--- src/rtl/cpu_pkg.sv ---
// Shared CPU pipeline definitions: operand-forward select encodings and pipeline position numbering.
package cpu_pkg;

  localparam int FW_RF   = 0;
  localparam int POS_EX  = 1;
  localparam int POS_MEM = 2;
  localparam int POS_WB  = 3;

  // Forward select seen by EX next cycle for a producer now at position p.
  function automatic int fwd_code(input int p, input int depth);
    return (p + 1 <= depth) ? p + 1 : FW_RF;
  endfunction

endpackage

--- src/rtl/hazard_match.sv ---
// Match/ready logic for one in-flight table position against one ID source register.
module hazard_match
  import cpu_pkg::*;
#(
  parameter int RW       = 5,
  parameter int DEPTH    = POS_WB,
  parameter int LOAD_LAT = 1,
  parameter int P        = POS_EX,
  localparam int FW      = $clog2(DEPTH + 1)
) (
  input  logic [RW-1:0] src,
  input  logic          use_src,
  input  logic          ent_valid,
  input  logic [RW-1:0] ent_reg,
  input  logic          ent_load,
  output logic          hit,
  output logic          ready,
  output logic [FW-1:0] sel
);

  // Past DEPTH the value is already in the write-through register file, so never a hazard.
  localparam bit IN_RANGE = (P + 1 <= DEPTH);
  localparam bit ALU_OK   = (P + 1 >= POS_MEM);
  localparam bit LOAD_OK  = (P + 1 >= POS_MEM + LOAD_LAT);

  assign hit   = use_src & ent_valid & (src != '0) & (ent_reg == src);
  assign ready = !IN_RANGE || (ent_load ? LOAD_OK : ALU_OK);
  assign sel   = FW'(fwd_code(P, DEPTH));

endmodule

--- src/rtl/pipe_hazard_ctl.sv ---
// Pipeline hazard controller: load-use stall, operand forwarding select, redirect squash.
// Optional perf counters are built only when HAZARD_PERF_EN is defined.
module pipe_hazard_ctl
  import cpu_pkg::*;
#(
  parameter int RW       = 5,
  parameter int DEPTH    = POS_WB,
  parameter int LOAD_LAT = 1,
  parameter int BR_POS   = POS_MEM,
  localparam int FW      = $clog2(DEPTH + 1)
) (
  input  logic          clk,
  input  logic          rst_n,
  input  logic          id_valid,
  input  logic [RW-1:0] id_rs,
  input  logic [RW-1:0] id_rt,
  input  logic          id_use_rs,
  input  logic          id_use_rt,
  input  logic          id_wr_en,
  input  logic [RW-1:0] id_wr_reg,
  input  logic          id_is_load,
  input  logic          redirect,
  output logic          stall,
  output logic          issue,
  output logic [FW-1:0] fwd_a,
  output logic [FW-1:0] fwd_b,
  output logic [31:0]   perf_stall,
  output logic [31:0]   perf_flush
);

  logic [DEPTH:1] ent_valid;
  logic [DEPTH:1] ent_load;
  logic [RW-1:0]  ent_reg [1:DEPTH];

  logic [DEPTH:1] hit_a, rdy_a, hit_b, rdy_b;
  logic [FW-1:0]  sel_a [1:DEPTH];
  logic [FW-1:0]  sel_b [1:DEPTH];

  for (genvar p = POS_EX; p <= DEPTH; p++) begin : g_pos
    hazard_match #(.RW(RW), .DEPTH(DEPTH), .LOAD_LAT(LOAD_LAT), .P(p)) u_match_a (
      .src(id_rs), .use_src(id_use_rs), .ent_valid(ent_valid[p]), .ent_reg(ent_reg[p]),
      .ent_load(ent_load[p]), .hit(hit_a[p]), .ready(rdy_a[p]), .sel(sel_a[p])
    );
    hazard_match #(.RW(RW), .DEPTH(DEPTH), .LOAD_LAT(LOAD_LAT), .P(p)) u_match_b (
      .src(id_rt), .use_src(id_use_rt), .ent_valid(ent_valid[p]), .ent_reg(ent_reg[p]),
      .ent_load(ent_load[p]), .hit(hit_b[p]), .ready(rdy_b[p]), .sel(sel_b[p])
    );
  end

  logic [FW-1:0] pick_a, pick_b;
  logic          blocked_a, blocked_b;

  // Scan oldest to youngest so the youngest matching producer wins.
  always_comb begin
    pick_a    = FW'(FW_RF);
    pick_b    = FW'(FW_RF);
    blocked_a = 1'b0;
    blocked_b = 1'b0;
    for (int p = DEPTH; p >= POS_EX; p--) begin
      if (hit_a[p]) begin
        pick_a    = sel_a[p];
        blocked_a = !rdy_a[p];
      end
      if (hit_b[p]) begin
        pick_b    = sel_b[p];
        blocked_b = !rdy_b[p];
      end
    end
  end

  // ID->EX handshake: id_valid is valid, ~stall is ready, issue is the transfer;
  // redirect squashes the ID instruction and overrides any stall.
  assign stall = id_valid & (blocked_a | blocked_b) & ~redirect;
  assign issue = id_valid & ~stall & ~redirect;

  always_ff @(posedge clk or negedge rst_n) begin
    if (!rst_n) begin
      ent_valid <= '0;
      ent_load  <= '0;
      for (int p = POS_EX; p <= DEPTH; p++) ent_reg[p] <= '0;
      fwd_a <= FW'(FW_RF);
      fwd_b <= FW'(FW_RF);
    end else begin
      ent_valid[POS_EX] <= issue & id_wr_en & (id_wr_reg != '0);
      ent_reg[POS_EX]   <= id_wr_reg;
      ent_load[POS_EX]  <= id_is_load;
      // Instructions younger than the resolving branch are dropped as they shift.
      for (int p = POS_EX + 1; p <= DEPTH; p++) begin
        ent_valid[p] <= ent_valid[p-1] & ~(redirect && (p - 1 < BR_POS));
        ent_reg[p]   <= ent_reg[p-1];
        ent_load[p]  <= ent_load[p-1];
      end
      fwd_a <= issue ? pick_a : FW'(FW_RF);
      fwd_b <= issue ? pick_b : FW'(FW_RF);
    end
  end

`ifdef HAZARD_PERF_EN
  always_ff @(posedge clk or negedge rst_n) begin
    if (!rst_n) begin
      perf_stall <= '0;
      perf_flush <= '0;
    end else begin
      if (stall && (perf_stall != '1)) perf_stall <= perf_stall + 32'd1;
      if (redirect && (perf_flush != '1)) perf_flush <= perf_flush + 32'd1;
    end
  end
`else
  assign perf_stall = '0;
  assign perf_flush = '0;
`endif

endmodule

--- config.mk ---
export PLATFORM = sky130hd
export DESIGN_NAME = pipe_hazard_ctl
export DESIGN_NICKNAME = d
export VERILOG_FILES = /design/src/rtl/cpu_pkg.sv /design/src/rtl/hazard_match.sv /design/src/rtl/pipe_hazard_ctl.sv
export SDC_FILE = /design/constraint.sdc
export NUM_CORES = 1
export LEC_CHECK = 0
export CORE_ASPECT_RATIO = 1.4
export CORE_UTILIZATION = 31
export DETAILED_ROUTE_END_ITERATION = 12
export GPL_TIMING_DRIVEN = 0
export MAX_ROUTING_LAYER = met4
export PLACE_DENSITY = 0.83
export SETUP_SLACK_MARGIN = 0.15
export SLEW_MARGIN = 30
export SYNTH_ARGS = -nofsm -noshare
export SYNTH_HDL_FRONTEND = slang
export SYNTH_SLANG_ARGS = --single-unit
--- constraint.sdc ---
create_clock -name clk -period 1.4 [get_ports clk]
set_input_delay 0.14 -clock clk [delete_from_list [all_inputs] [get_ports clk]]
set_output_delay 0.14 -clock clk [all_outputs]
set_load 0.005 [all_outputs]
==> results.ini, run 1 <==
[status]
outcome = finished, violations left
failed_checks = setup timing

[synthesis]
post_synth_most_frequent_cells = 64 x sky130_fd_sc_hd__buf_4, 17 x sky130_fd_sc_hd__dfrtp_1, 16 x sky130_fd_sc_hd__xnor2_1
async_flop_share = 1.00
synthCells = 132
synth.most_common_cell = sky130_fd_sc_hd__buf_4
post_synth_top_flop = sky130_fd_sc_hd__dfrtp_1
synth_top_area_cell = sky130_fd_sc_hd__buf_4
postSynthAreaPerCell_um2 = 9.78
postSynthRegisterBits = 17
synth.lib_cells_used.distinct = 22
synthesis.area_um2 = 1290
synth_top_area_frac = 0.372
synth_seq_area_share = 0.329
yosys-top-cells-area = sky130_fd_sc_hd__buf_4 37%, sky130_fd_sc_hd__dfrtp_1 33%, sky130_fd_sc_hd__xnor2_1 11%, sky130_fd_sc_hd__xor2_1 2.7%, sky130_fd_sc_hd__a2111oi_2 2.3%
yosys_warnings = 0
synth_enable_flop_cells = 0

[timing]
post-route-period-util = 1.24
timing_max_transition_violations_final = 0
headroom_to_the_max_slew_limit = 0.494
whs_ns = 0.333
count_of_endpoints_failing_hold_in_the_final_timing_report = 0
rsz0062_at_grt = true
final_critical_path_setup_slack_ns = -0.329
setup_viol = 7
achievable-frequency_ghz = 0.578
worst-slew-pin-transition_ns = 0.757
setup-tns-final_ns = -1.12
period_minus_slack_ns = 1.73
worst_setup_skew_after_layout_ns = 0.00239

[global_routing]
number_of_global_route_vias_before_repair = 839
grt_overflow = 0
antenna_found_initial = 0
grt_util_all_layers = 0.112
grt_max_degree = 18
grt_first_pass_wirelength_um = 3690

[floorplanning]
core_um2 = 3950
vertical_die_dimension_um = 78.4
initial_core_util = 0.327
die-area_um2 = 4430
site_row_count = 27
chipWidth_um = 56.5
boundaryPins = 93

[drt]
vias = 962
post_drt_via_cell_ratio = 3.49
detail_route.drc_violations = 0
wirelength_um = 2380
drt_pre_antenna_iters = 2
route.antenna.remaining_nets = 0
routed_wire_length_per_instance_um = 8.61
drt_iter0_markers = 2

[critical_path]
path_max_fanout = 3
crit_type = reg -> out
arrival_ns = 1.59
critical_path.cell_chain = xnor2_2, nand4_1, nor3_4, o21a_4, nor2b_4, buf_2
rrSetupSlack_ns = -0.13
worst_path_dominant_cell_family = simple AND/OR/NAND/NOR gates
critPathLaunchType = flip-flop
critPathBufInv = 1
crit_path_end_kind = output pin
cell_with_the_largest_stage_delay_on_the_worst_path = sky130_fd_sc_hd__dfrtp_1
crit_required_ns = 1.26
crit_path_max_incr_delay_ns = 0.42

[layout]
design.final.nets = 257
instances_no_fill = 276
post-route-util = 0.506
final_cell_area_um2 = 2000
sequential_cell_area_um2 = 425
multi_input_area_um2 = 702
largest_register_ff_count = 10
flow.area_growth_from_synthesis_pct = 55.0
post_route_cells_drive_above_1_share = 0.416
fillCellCount = 364
antennaDiodeCount = 0

[pwr]
p_seq_frac = 0.432
leak_pwr_nw = 1.09
p_total_mw = 1.22
combinationalPowerShare = 0.280
power-per-cell-area_nw_per_um2 = 611
total_switching_power_mw = 0.313
ir_worst_vdd_uv = 445
p_int_mw = 0.911
power.switching_fraction = 0.256
p_clk_frac = 0.288

[cts]
cts_inserted_buffers = 3
clock-sinks = 17
clock_tree.htree_level_count = 1
cts.root.buffer_cell = sky130_fd_sc_hd__clkbuf_8
clockBufferDepth = 2
clkSlewWorstSetupHoldPaths_ns = 0.06
insertion_delay_ns = 0.25
clock_tree_from_tritoncts = built

[hold_path]
min-delay-path-class = in -> reg

[place]
port_buffer_count = 28
final_hpwl_from_detailed_placement_um = 1980
dp_cells = 266
detailedPlace.worstSlack_ns = -1.06
post_dp_cell_area_um2 = 1900
finalWeightedCongestion = 0.817

[run]
cap_viol_max_count = 0

per-layer routing:
layer  up-vias  part of all wire  GRT usage
met2        63              0.50      0.192
li1        507                 -          -
met1       390              0.37      0.117
met3         2              0.12     0.0329
met5         -                 0          -
met4         0             0.013     0.0512
power groups by stage:
| stage | Clock [mW] | Combinational [mW] | Sequential [mW] |
|---|---|---|---|
| final | 0.353 | 0.343 | 0.529 |
| after CTS | 0.367 | 0.341 | 0.529 |
| after global routing | 0.397 | 0.375 | 0.530 |
| after global placement | 0 | 0.336 | 0.537 |
| after floorplan | 0 | 0.238 | 0.533 |
| after detailed placement | 0 | 0.341 | 0.537 |
cell families (layout without fill, tap and decap cells):
| group | Yosys count | count (layout) | share of synthesized area |
|---|---|---|---|
| AOI/OAI and AO/OA | 6 | 6 | 0.0494 |
| DFF | 17 | 17 | 0.329 |
| buffers and inverters | 65 | 103 | 0.375 |
| and+or+nand+nor | 23 | 23 | 0.108 |
| xor gates and xnor gates | 20 | 20 | 0.136 |
| other | 1 | 64 | 0.00290 |
final cells by class:
type                            instances  share of cell area
Buffer                                 64               0.240
Clock buffer                            3              0.0206
Clock inverter                          1             0.00250
Inverter                                1             0.00188
Multi-Input combinational cell        113               0.351
Sequential cell                        17               0.213
Tap cell                               43              0.0269
Timing Repair Buffer                   34               0.145
what timing repair did:
item	in CTS	in global routing
pin swaps	11	14
gates cloned	0	0
setup buffers	5	1
setup endpoints to repair	7	9
gates resized for setup	37	11
hold buffers	0	0
worst register-to-register path, cell delays in order, from the launching register on:
cell and delay, ns:
sky130_fd_sc_hd__dfrtp_1 0.42, sky130_fd_sc_hd__xnor2_2 0.15, sky130_fd_sc_hd__nand4_1 0.17, sky130_fd_sc_hd__nor3_4 0.06, sky130_fd_sc_hd__o21a_4 0.22, sky130_fd_sc_hd__buf_4 0.13, sky130_fd_sc_hd__buf_6 0.11, sky130_fd_sc_hd__nor3_1 0.18
worst paths after layout:
path	start	end	cells after the start
setup / recovery	ent_reg[10]	stall	6
hold / removal	id_is_load	ent_load[1]	1
setup reg to reg	ent_reg[10]	fwd_a[1]	7
hold reg to reg	ent_reg[11]	ent_reg[6]	0
max in group asynchronous	rst_n	fwd_b[0]	1
min in group asynchronous	rst_n	ent_reg[8]	1
layout by cell type, fill, tap and decap left out, drive strengths merged:
cell type       n
o21ai           3
nand2b          1
nor3            6
clkdlybuf4s15   1
a2111oi         2
clkdlybuf4s50  14
inv             1
or4             3
nand2           3
conb           64
dlymetal6s2s    2
nor4            1
buf            77
xnor2          16
dfrtp          17
nand4b          1
nand4           3
clkbuf          5
xor2            4
nor2            2
o21a            1
clkinv          1
dlygate4sd2     2
nor2b           3
No activity file was read; power rests on OpenSTA's default activity.
==> inputs of run 2 (changes only) <==
--- a/config.mk
+++ b/config.mk
@@ -11,6 +11,7 @@
 export GPL_TIMING_DRIVEN = 0
 export MAX_ROUTING_LAYER = met4
 export PLACE_DENSITY = 0.83
+export RECOVER_POWER = 50
 export SETUP_SLACK_MARGIN = 0.15
 export SLEW_MARGIN = 30
 export SYNTH_ARGS = -nofsm -noshare
==> run 2 against run 1 <==
Against the previous run: utilization decreased by 0.13 points; sequential power about the same; clock skew unchanged; routed wire length about the same; worst setup slack about the same; sequential share of layout area increased by 0.053 points; clock-buffer cell count unchanged; register-to-register slack about the same; non-clock buffer count unchanged; the flow still finishes with violations (setup timing); global-route usage unchanged; fmax about the same; critical path depth unchanged.
==> results.ini, run 2 (synthesized netlist as in run 1, its figures left out) <==
[pwr]
total_switching_power_mw = 0.313
leak_pwr_nw = 1.05
combinationalPowerShare = 0.278
p_total_mw = 1.22
p_clk_frac = 0.289
power-per-cell-area_nw_per_um2 = 611
ir_worst_vdd_uv = 445
p_seq_frac = 0.433
power.switching_fraction = 0.256
p_int_mw = 0.907

[floorplanning]
core_um2 = 3950
vertical_die_dimension_um = 78.4
initial_core_util = 0.327
die-area_um2 = 4430
chipWidth_um = 56.5
site_row_count = 27
boundaryPins = 93

[hold_path]
min-delay-path-class = in -> reg

[layout]
flow.area_growth_from_synthesis_pct = 54.7
most_frequent_standard_cell_in_the_layout_excluding_fill_and_tap_cells = sky130_fd_sc_hd__buf_4
antennaDiodeCount = 0
largest_register_ff_count = 10
post_route_cells_drive_above_1_share = 0.416
instances_no_fill = 276
design.final.nets = 257
most-common-layout-cells = 68 x sky130_fd_sc_hd__buf_4, 64 x sky130_fd_sc_hd__conb_1, 17 x sky130_fd_sc_hd__dfrtp_1

[timing]
post-route-period-util = 1.24
count_of_endpoints_failing_hold_in_the_final_timing_report = 0
worst-slew-pin-transition_ns = 0.765
achievable-frequency_ghz = 0.578
final_critical_path_setup_slack_ns = -0.329
worst_setup_skew_after_layout_ns = 0.00239
setup_viol = 7
setup-tns-final_ns = -1.12
period_minus_slack_ns = 1.73
rsz0062_at_grt = true
timing_max_transition_violations_final = 0
headroom_to_the_max_slew_limit = 0.488

[global_routing]
grt-busiest-layer = met2
grt_util_met3 = 0.0329
grt_first_pass_wirelength_um = 3690
grt_util_all_layers = 0.112
number_of_global_route_vias_before_repair = 839
antenna_found_initial = 0
grt_overflow = 0
grtUsageMet1 = 0.117
grt_max_degree = 18
grt_use_met2 = 0.192

[cts]
cts_inserted_buffers = 3
clockBufferDepth = 2
clock_tree_from_tritoncts = built
clock_tree.htree_level_count = 1
cts.root.buffer_cell = sky130_fd_sc_hd__clkbuf_8
clkSlewWorstSetupHoldPaths_ns = 0.06
insertion_delay_ns = 0.25
clock-sinks = 17

[drt]
route.antenna.remaining_nets = 0
detail_route.drc_violations = 0
vias = 962
drt_pre_antenna_iters = 2
post_drt_via_cell_ratio = 3.49
drt_iter0_markers = 2
routed_wire_length_per_instance_um = 8.60
wirelength_um = 2370

[critical_path]
arrival_ns = 1.59
crit_required_ns = 1.26
critPathLaunchType = flip-flop
path_max_fanout = 3
crit_type = reg -> out
cell_with_the_largest_stage_delay_on_the_worst_path = sky130_fd_sc_hd__dfrtp_1
crit_path_max_incr_delay_ns = 0.42
critical_path.cell_chain = xnor2_2, nand4_1, nor3_4, o21a_4, nor2b_4, buf_2
crit_path_end_kind = output pin

[place]
finalWeightedCongestion = 0.817
detailedPlace.worstSlack_ns = -1.06
final_hpwl_from_detailed_placement_um = 1980
port_buffer_count = 28
dp_cells = 266

[run]
cap_viol_max_count = 0

[status]
outcome = finished, violations left
failed_checks = setup timing

## run 2: cell count changes in the layout (fill, tap and decap cells not counted)
cell,previous run,this run
sky130_fd_sc_hd__clkdlybuf4s50_1,14,7
sky130_fd_sc_hd__dlygate4sd3_1,0,7
sky130_fd_sc_hd__clkdlybuf4s25_1,0,2
sky130_fd_sc_hd__dlymetal6s2s_1,2,0
## run 2: timing repair
item / CTS / global route
gates resized for setup: 37 / 11
setup endpoints to repair: 7 / 9
hold buffers: 0 / 0
buffers inserted: 5 / 1
pin swaps: 11 / 14
## run 2: routing by layer
metal / routed length [µm] / vias up
met4: 31 / 0
met5: 0 / -
met1: 872 / 390
li1: - / 507
met3: 288 / 2
met2: 1180 / 63
## run 2: final cells by class
| type | count | area, µm² |
|---|---|---|
| fill | 366 | 1960 |
| multi-input combinational | 113 | 702 |
| buffer | 64 | 480 |
| sequential | 17 | 425 |
| timing repair buffer | 34 | 285 |
| tap | 43 | 53.8 |
| clock buffer | 3 | 41.3 |
| clock inverter | 1 | 5.00 |
| inverter | 1 | 3.75 |
## run 2: power groups by stage
stage	Sequential, mW	Clock, mW	Combinational (mW)
after floorplan	0.533	0	0.238
after global routing	0.530	0.397	0.371
after CTS	0.529	0.367	0.341
final	0.529	0.353	0.339
after detailed placement	0.537	0	0.341
after global placement	0.537	0	0.336
## run 2: critical path: cells and delay by family, from the launching register on
kind	cells	cell delay (ns)
flops	1	0.42
buf+inv	1	0.11
simple gates	3	0.49
compound gates	1	0.16
xor+xnor	1	0.15
## run 2: path summary, 6_finish.rpt
kind                                  start  cells after the start          to  slack, ns
worst max-delay path            ent_reg[10]                      6       stall      -0.33
worst min-delay path               id_rt[0]                      4    fwd_b[0]       0.38
worst max register to register  ent_reg[10]                      7    fwd_a[1]      -0.13
worst min register to register  ent_reg[11]                      0  ent_reg[6]       0.44
max in group asynchronous             rst_n                      1    fwd_b[0]       0.51
min in group asynchronous             rst_n                      1  ent_reg[8]       0.41
## run 2: metrics by stage
step	util	hold slack [ns]	area [µm²]
final	0.505	0.380	2000
after global routing	0.505	0.393	2000
after CTS	0.506	0.330	2000
after detailed placement	0.481	0.423	1900
after global placement	0.481	0.417	1900
after floorplan	-	-0.156	1570
